### src/rtl/fll_cfg_master.sv
// Bridges one control-bus command to one four-phase req/ack transaction on the FLL
// configuration port, and synchronises the FLL lock flag. Optional timeout: FLL_CFG_TIMEOUT_EN.
module fll_cfg_master #(
    parameter int TIMEOUT_CYCLES = 255
) (
    input  logic        clk_i,
    input  logic        rst_i,
    input  logic        cmd_valid_i,
    output logic        cmd_ready_o,
    input  logic        cmd_wr_i,
    input  logic [1:0]  cmd_addr_i,
    input  logic [31:0] cmd_wdata_i,
    output logic        rsp_valid_o,
    input  logic        rsp_ready_i,
    output logic [31:0] rsp_rdata_o,
    output logic        rsp_err_o,
    output logic        fll_req_o,
    output logic        fll_wrn_o,
    output logic [1:0]  fll_add_o,
    output logic [31:0] fll_data_o,
    input  logic        fll_ack_i,
    input  logic [31:0] fll_r_data_i,
    input  logic        fll_lock_i,
    output logic        lock_o
);

    typedef enum logic [1:0] {
        IDLE   = 2'd0,
        REQ    = 2'd1,
        ACKLOW = 2'd2,
        RSP    = 2'd3
    } state_t;

    state_t      state;
    state_t      state_nxt;
    logic        accept;
    logic        expired;
    logic [31:0] rdata_q;
    logic        err_q;
    logic [1:0]  lock_sync;

    // Handshakes: a command transfers on a rising edge where cmd_valid_i and cmd_ready_o
    // are both high; a response transfers where rsp_valid_o and rsp_ready_i are both high.
    // Withholding ready while ack is still high absorbs a stale ack left by a timeout.
    assign accept = cmd_valid_i & cmd_ready_o;

`ifdef FLL_CFG_TIMEOUT_EN
    logic [15:0] wait_cnt;

    assign expired = ((state == REQ) || (state == ACKLOW)) &&
                     (wait_cnt == 16'(TIMEOUT_CYCLES - 1));

    always_ff @(posedge clk_i) begin
        if (rst_i) begin
            wait_cnt <= 16'd0;
        end else if (accept) begin
            wait_cnt <= 16'd0;
        end else if ((state == REQ) && fll_ack_i) begin
            wait_cnt <= 16'd0;
        end else if ((state == REQ) || (state == ACKLOW)) begin
            wait_cnt <= wait_cnt + 16'd1;
        end
    end
`else
    logic unused_timeout_cfg;

    assign unused_timeout_cfg = ^TIMEOUT_CYCLES;
    assign expired = 1'b0;
`endif

    always_comb begin
        state_nxt   = state;
        cmd_ready_o = 1'b0;
        fll_req_o   = 1'b0;
        rsp_valid_o = 1'b0;
        case (state)
            IDLE: begin
                cmd_ready_o = ~fll_ack_i & ~rst_i;
                if (cmd_valid_i && !fll_ack_i) state_nxt = REQ;
            end
            REQ: begin
                fll_req_o = 1'b1;
                // Ack takes priority over an expiry on the same cycle.
                if (fll_ack_i)    state_nxt = ACKLOW;
                else if (expired) state_nxt = RSP;
            end
            ACKLOW: begin
                if (!fll_ack_i || expired) state_nxt = RSP;
            end
            RSP: begin
                rsp_valid_o = 1'b1;
                if (rsp_ready_i) state_nxt = IDLE;
            end
            default: state_nxt = IDLE;
        endcase
    end

    always_ff @(posedge clk_i) begin
        if (rst_i) begin
            state      <= IDLE;
            fll_wrn_o  <= 1'b0;
            fll_add_o  <= 2'd0;
            fll_data_o <= 32'd0;
            rdata_q    <= 32'd0;
            err_q      <= 1'b0;
        end else begin
            state <= state_nxt;
            if (accept) begin
                fll_wrn_o  <= ~cmd_wr_i;
                fll_add_o  <= cmd_addr_i;
                fll_data_o <= cmd_wdata_i;
                rdata_q    <= 32'd0;
                err_q      <= 1'b0;
            end else if ((state == REQ) && fll_ack_i) begin
                rdata_q <= fll_wrn_o ? fll_r_data_i : 32'd0;
            end else if ((state == REQ || (state == ACKLOW && fll_ack_i)) && expired) begin
                rdata_q <= 32'd0;
                err_q   <= 1'b1;
            end
        end
    end

    always_ff @(posedge clk_i) begin
        if (rst_i) lock_sync <= 2'b00;
        else       lock_sync <= {lock_sync[0], fll_lock_i};
    end

    assign lock_o      = lock_sync[1];
    assign rsp_rdata_o = rdata_q;
    assign rsp_err_o   = err_q;

endmodule

### config.mk
export PLATFORM = sky130hd
export DESIGN_NAME = fll_cfg_master
export DESIGN_NICKNAME = d
export VERILOG_FILES = /design/src/rtl/fll_cfg_master.sv
export SDC_FILE = /design/constraint.sdc
export NUM_CORES = 1
export LEC_CHECK = 0
export CORE_ASPECT_RATIO = 1.75
export CORE_UTILIZATION = 39
export DETAILED_ROUTE_END_ITERATION = 6
export PLACE_DENSITY_LB_ADDON = 0.12
export SYNTH_ARGS = -nofsm -noshare
export SYNTH_HDL_FRONTEND = slang
export SYNTH_SLANG_ARGS = --single-unit
### constraint.sdc
create_clock -name clk_i -period 1.7 [get_ports clk_i]
set_input_delay 0.17 -clock clk_i [delete_from_list [all_inputs] [get_ports clk_i]]
set_output_delay 0.17 -clock clk_i [all_outputs]
set_load 0.005 [all_outputs]
Word level (Yosys, flattened, before mapping)
Index checks and enable logic that the tools add are counted.
{"block": "totals", "latch_bits": 0, "in_bits": 73, "output_inout_bits": 72, "ff_bits": 71, "mem_count": 0, "mem_bits_rw": 0, "mem_bits_ro": 0, "elab_cells": 33}
{"block": "op_classes", "n_addsub": 0, "shifts": 0, "mux": 9, "bitwise": 5, "n_eq_ne": 7, "div_mod_pow": 0, "reduce_logical": 6, "mul": 0, "n_lt_le_gt_ge": 0}
{"cell": "2-to-1 mux 32 bit", "count": 1}
{"cell": "2-to-1 mux 2 bit", "count": 4}
{"cell": "inequality test 2 bit, second input constant", "count": 4}
{"cell": "one-hot mux 2 bit (4 select lines)", "count": 1}
{"cell": "equality test 2 bit, second input constant", "count": 2}
{"cell": "AND reduction 4 bit", "count": 1}
{"cell": "2-to-1 mux 1 bit", "count": 3}
{"cell": "inverter 1 bit", "count": 3}
{"cell": "bitwise AND 1 bit", "count": 2}
{"cell": "equality test 2 x 1 -> 1 bit, second input constant", "count": 1}
{"cell": "logical AND 1 bit", "count": 2}
{"cell": "zero test 2 bit", "count": 1}
{"cell": "OR reduction 2 bit", "count": 1}
{"cell": "zero test 1 bit", "count": 1}

Longest topological paths before layout
{"block": "logic_depth", "word_depth": 5, "mapped_depth": 7, "mapped_depth_nobuf": 5}

Least setup slack after synthesis
OpenSTA, ideal clock, no wires.
{"block": "synth_timing", "path_kind": "flip-flop to flip-flop", "startpoint": "reg state[1]", "endpoint": "reg state[0]", "synth_period_minus_slack_ns": 1.562, "required_time_ns": 1.614, "stages_incl_launch_ff": 6, "arrival_ns": 1.477, "setup_slack_ns": 0.138, "path_buffers": 1, "setup_ns": 0.086, "path_cell_list": "dfxtp_1 -> inv_1 -> ha_1 -> clkbuf_1 -> or4_1 -> a211oi_1"}
{"block": "synth_via", "elab_chain_len": 3, "elab_cells_between_ends": 10, "cone_classes": "eq/ne: 7; mux: 1; reduce/logical: 2"}
{"element": "start: declaration", "line": "34", "rtl": "state_t state;"}
{"element": "start signal: assignment", "line": "107", "rtl": "state <= state_nxt;"}
{"element": "equality test 2 bit, or another cell as far along", "line": "76", "rtl": "case (state)"}
{"element": "inequality test 2 bit (no source line)"}
{"element": "AND reduction 4 bit (no source line)"}
Several ways; a longest one is shown, not always the timed one.
A chain may end at the register's enable or synchronous reset.

Final worst setup path
{"block": "layout_timing", "startpoint": "reg state[1]", "endpoint": "out fll_req_o"}
{"block": "layout_via", "elab_chain_len": 2}
{"element": "equality test 2 x 1 -> 1 bit", "line": "76"}
{"element": "2-to-1 mux 1 bit", "line": "76"}
{"element": "end: declaration", "line": "17", "rtl": "output logic fll_req_o,"}
Every way passes these cells.

==> out/metrics.yaml <==
worst_setup_path:
  rr_worst_depth: 6
  startpoint: "state[1]"
  worstSetupPathType: "register to output pin"
  path_cells: "inv_1 -> ha_2 -> clkdlybuf4s50_1"
  arrival_ns: 1.52
  cpPeakStageDelay_ns: 0.54
  r2r-start: "state[0]"
  required_ns: 1.53
  critPathMaxFanout: 5
  cp-start-kind: "register"
  cp-end-kind: "output pin"
  crit_slowest_cell: "clkdlybuf4s50_1"
finish:
  layout-drive-gt1-share: 0.0743
  final_common_cell: "clkdlybuf4s50_1"
  finalNetCount: 543
  n_antenna_cell: 0
  layout_common_cells: "142 x clkdlybuf4s50_1, 101 x nand2_1, 71 x dfxtp_1"
  finalInstanceArea_um2: 4570
  area_delta_synth_final_pct: 70.3
  instances_no_fill: 553
die:
  die_y_um: 112
  initial_core_util: 0.407
  coreArea_um2: 6590
  rows: 39
  ioPinCount: 145
  die-area_um2: 7230
  die_w_um: 64.7
clocking:
  path_clk_slew_ns: 0.05
  cts_root_buffer: "clkbuf_16"
  clk_path_buf_depth: 2
  cts_setup_buffers: 0
  clkLatencyLatePin_ns: 0.32
  cts-resized-gates: 3
  cts.sinks: 71
  cts_buffers: 9
  hold_buffers: 0
  cts_tree: "done"
  cts-htree-levels: 3
place:
  io_buffer_count: 143
  post_dp_cell_area_um2: 4230
  dp.final_hpwl_mm: 5.54
  place.gp.congestion: 0.798
  placed_cells: 537
logic_synthesis:
  synth_seq_cells: 71
  synth_top_area_cell: "dfxtp_1"
  yosysTopAreaCellShare: 0.530
  synth_seq_area_share: 0.530
  syn_avg_cell_area_um2: 8.18
  ys_types: 24
  syn_area_um2: 2680
  ys_warn_count: 0
  syn_nets: 405
  synthTopCellsByArea: "dfxtp_1 53%, nand2_1 14%, a21oi_1 12%"
  netlist_instances: 328
power:
  ir_worst_vdd_v: 0.000908
  power_density_nw_per_um2: 960
  leakagePower_nw: 1.57
sta:
  rsz0062_at_grt: "yes"
  period_share: 0.996
  hold_viol_final: 0
  hold_slack_ns: 0.391
  setup_viol_count_final: 0
  clock_skew_ns: 0.00343
  final_max_slew_viol_count: 0
  fin_crit_ns: 1.69
  fmax_mhz: 591
detailed_routing:
  top_layer: "met4"
  drc: 0
  via_per_inst: 5.03
  dr_total_vias: 2783
  dr_wl_met2_mm: 3.91
  m1WireLength_mm: 2.98
  wl_met3_um: 483
  detail_route.wl_per_cell_um: 13.9
  drt-total-wl_mm: 7.71
  drt_pass1_iterations: 4
  postRouteAntennaNets: 0
  drtIter0Drc: 205
worst_hold_path:
  hp-class: "input port to register"
  hold_depth: 3
  min_from: "cmd_wdata_i[9]"
grt:
  grt_max_degree: 34
  grt_pass1_vias: 2607
  grt.overflow.total: 0
  grt_usage: 0.216
  antenna_found_initial: 0
  grt_pass1_wl_mm: 12.0
status:
  outcome: "finished clean"
job:
  cap_viol_max_count: 0
## cells in the mapped netlist, drive strengths merged
master and number:
nand4bb 1, inv 3, and4bb 1, buf 9, a21oi 66, or4 1
nor3b 1, nand2 101, a31o 1, dfxtp 71, o21a 1, conb 1
a2111oi 2, clkbuf 23, mux2i 1, nor2 1, ha 4, nor2b 4
nand2b 2, a211oi 2, nand4 32
## area by class of cell
cell class                 instances  area [µm²]
tap                               82         103
clock inverter                     3        65.1
timing repair buffer             159        1590
sequential                        71        1420
inverter                           3        11.3
multi-input combinational        222        1120
fill                             546        2020
clock buffer                      13         260
## critical path, delay by kind of cell (launching register included)
family	cells	cell delay [ns]
buffers and inverters	2	0.63
flip-flops	1	0.34
adder cells (fa/ha/maj)	1	0.23
## power breakdown
group          leakage [nW]  total [W]  internal [W]  switching (W)
Clock                 0.160    0.00201       0.00136       0.000646
Combinational         0.835   0.000639      0.000346       0.000293
Sequential            0.575    0.00174       0.00171      0.0000262
Total                  1.57    0.00439       0.00342       0.000965
## routing by layer
layer  vias up  track usage
li1       1388            -
met2       112        0.376
met4         0        0.124
met3        24       0.0656
met1      1259        0.220
met5         -            0
## flip-flops by register name, indices dropped and copies added, names as in the netlist
register and cells:
fll_add_o 2, rsp_rdata_o 32, fll_data_o 32, fll_wrn_o 1
state 2, lock_sync 2
## metrics by stage
step / setup TNS [ns] / power, W / setup WS, ns / util
final: 0 / 0.00439 / 0.00711 / 0.694
after floorplan: 0 / 0.00203 / 0.138 / -
after global placement: 0 / 0.00239 / 0.0416 / 0.642
after detailed placement: -0.472 / 0.00240 / -0.0397 / 0.642
after CTS: 0 / 0.00441 / 0.00487 / 0.692
after global routing: -0.0654 / 0.00456 / -0.0524 / 0.694
## cell families (layout without fill, tap and decap cells)
family / Yosys count / in the layout / share of synthesized area
other cells: 1 / 1 / 0.00140
mux: 1 / 1 / 0.00373
buf+inv: 35 / 178 / 0.0592
compound gates: 72 / 72 / 0.142
flops: 71 / 71 / 0.530
simple gates: 144 / 144 / 0.246
fa+ha+maj: 4 / 4 / 0.0186
## worst paths after layout
kind,endpoint,slack (ns)
setup reg to reg,state[1],0.13
hold / removal,fll_data_o[9],0.39
hold reg to reg,lock_sync[1],0.44
setup / recovery,fll_req_o,0.007
Power figures use the tool's default switching activity.
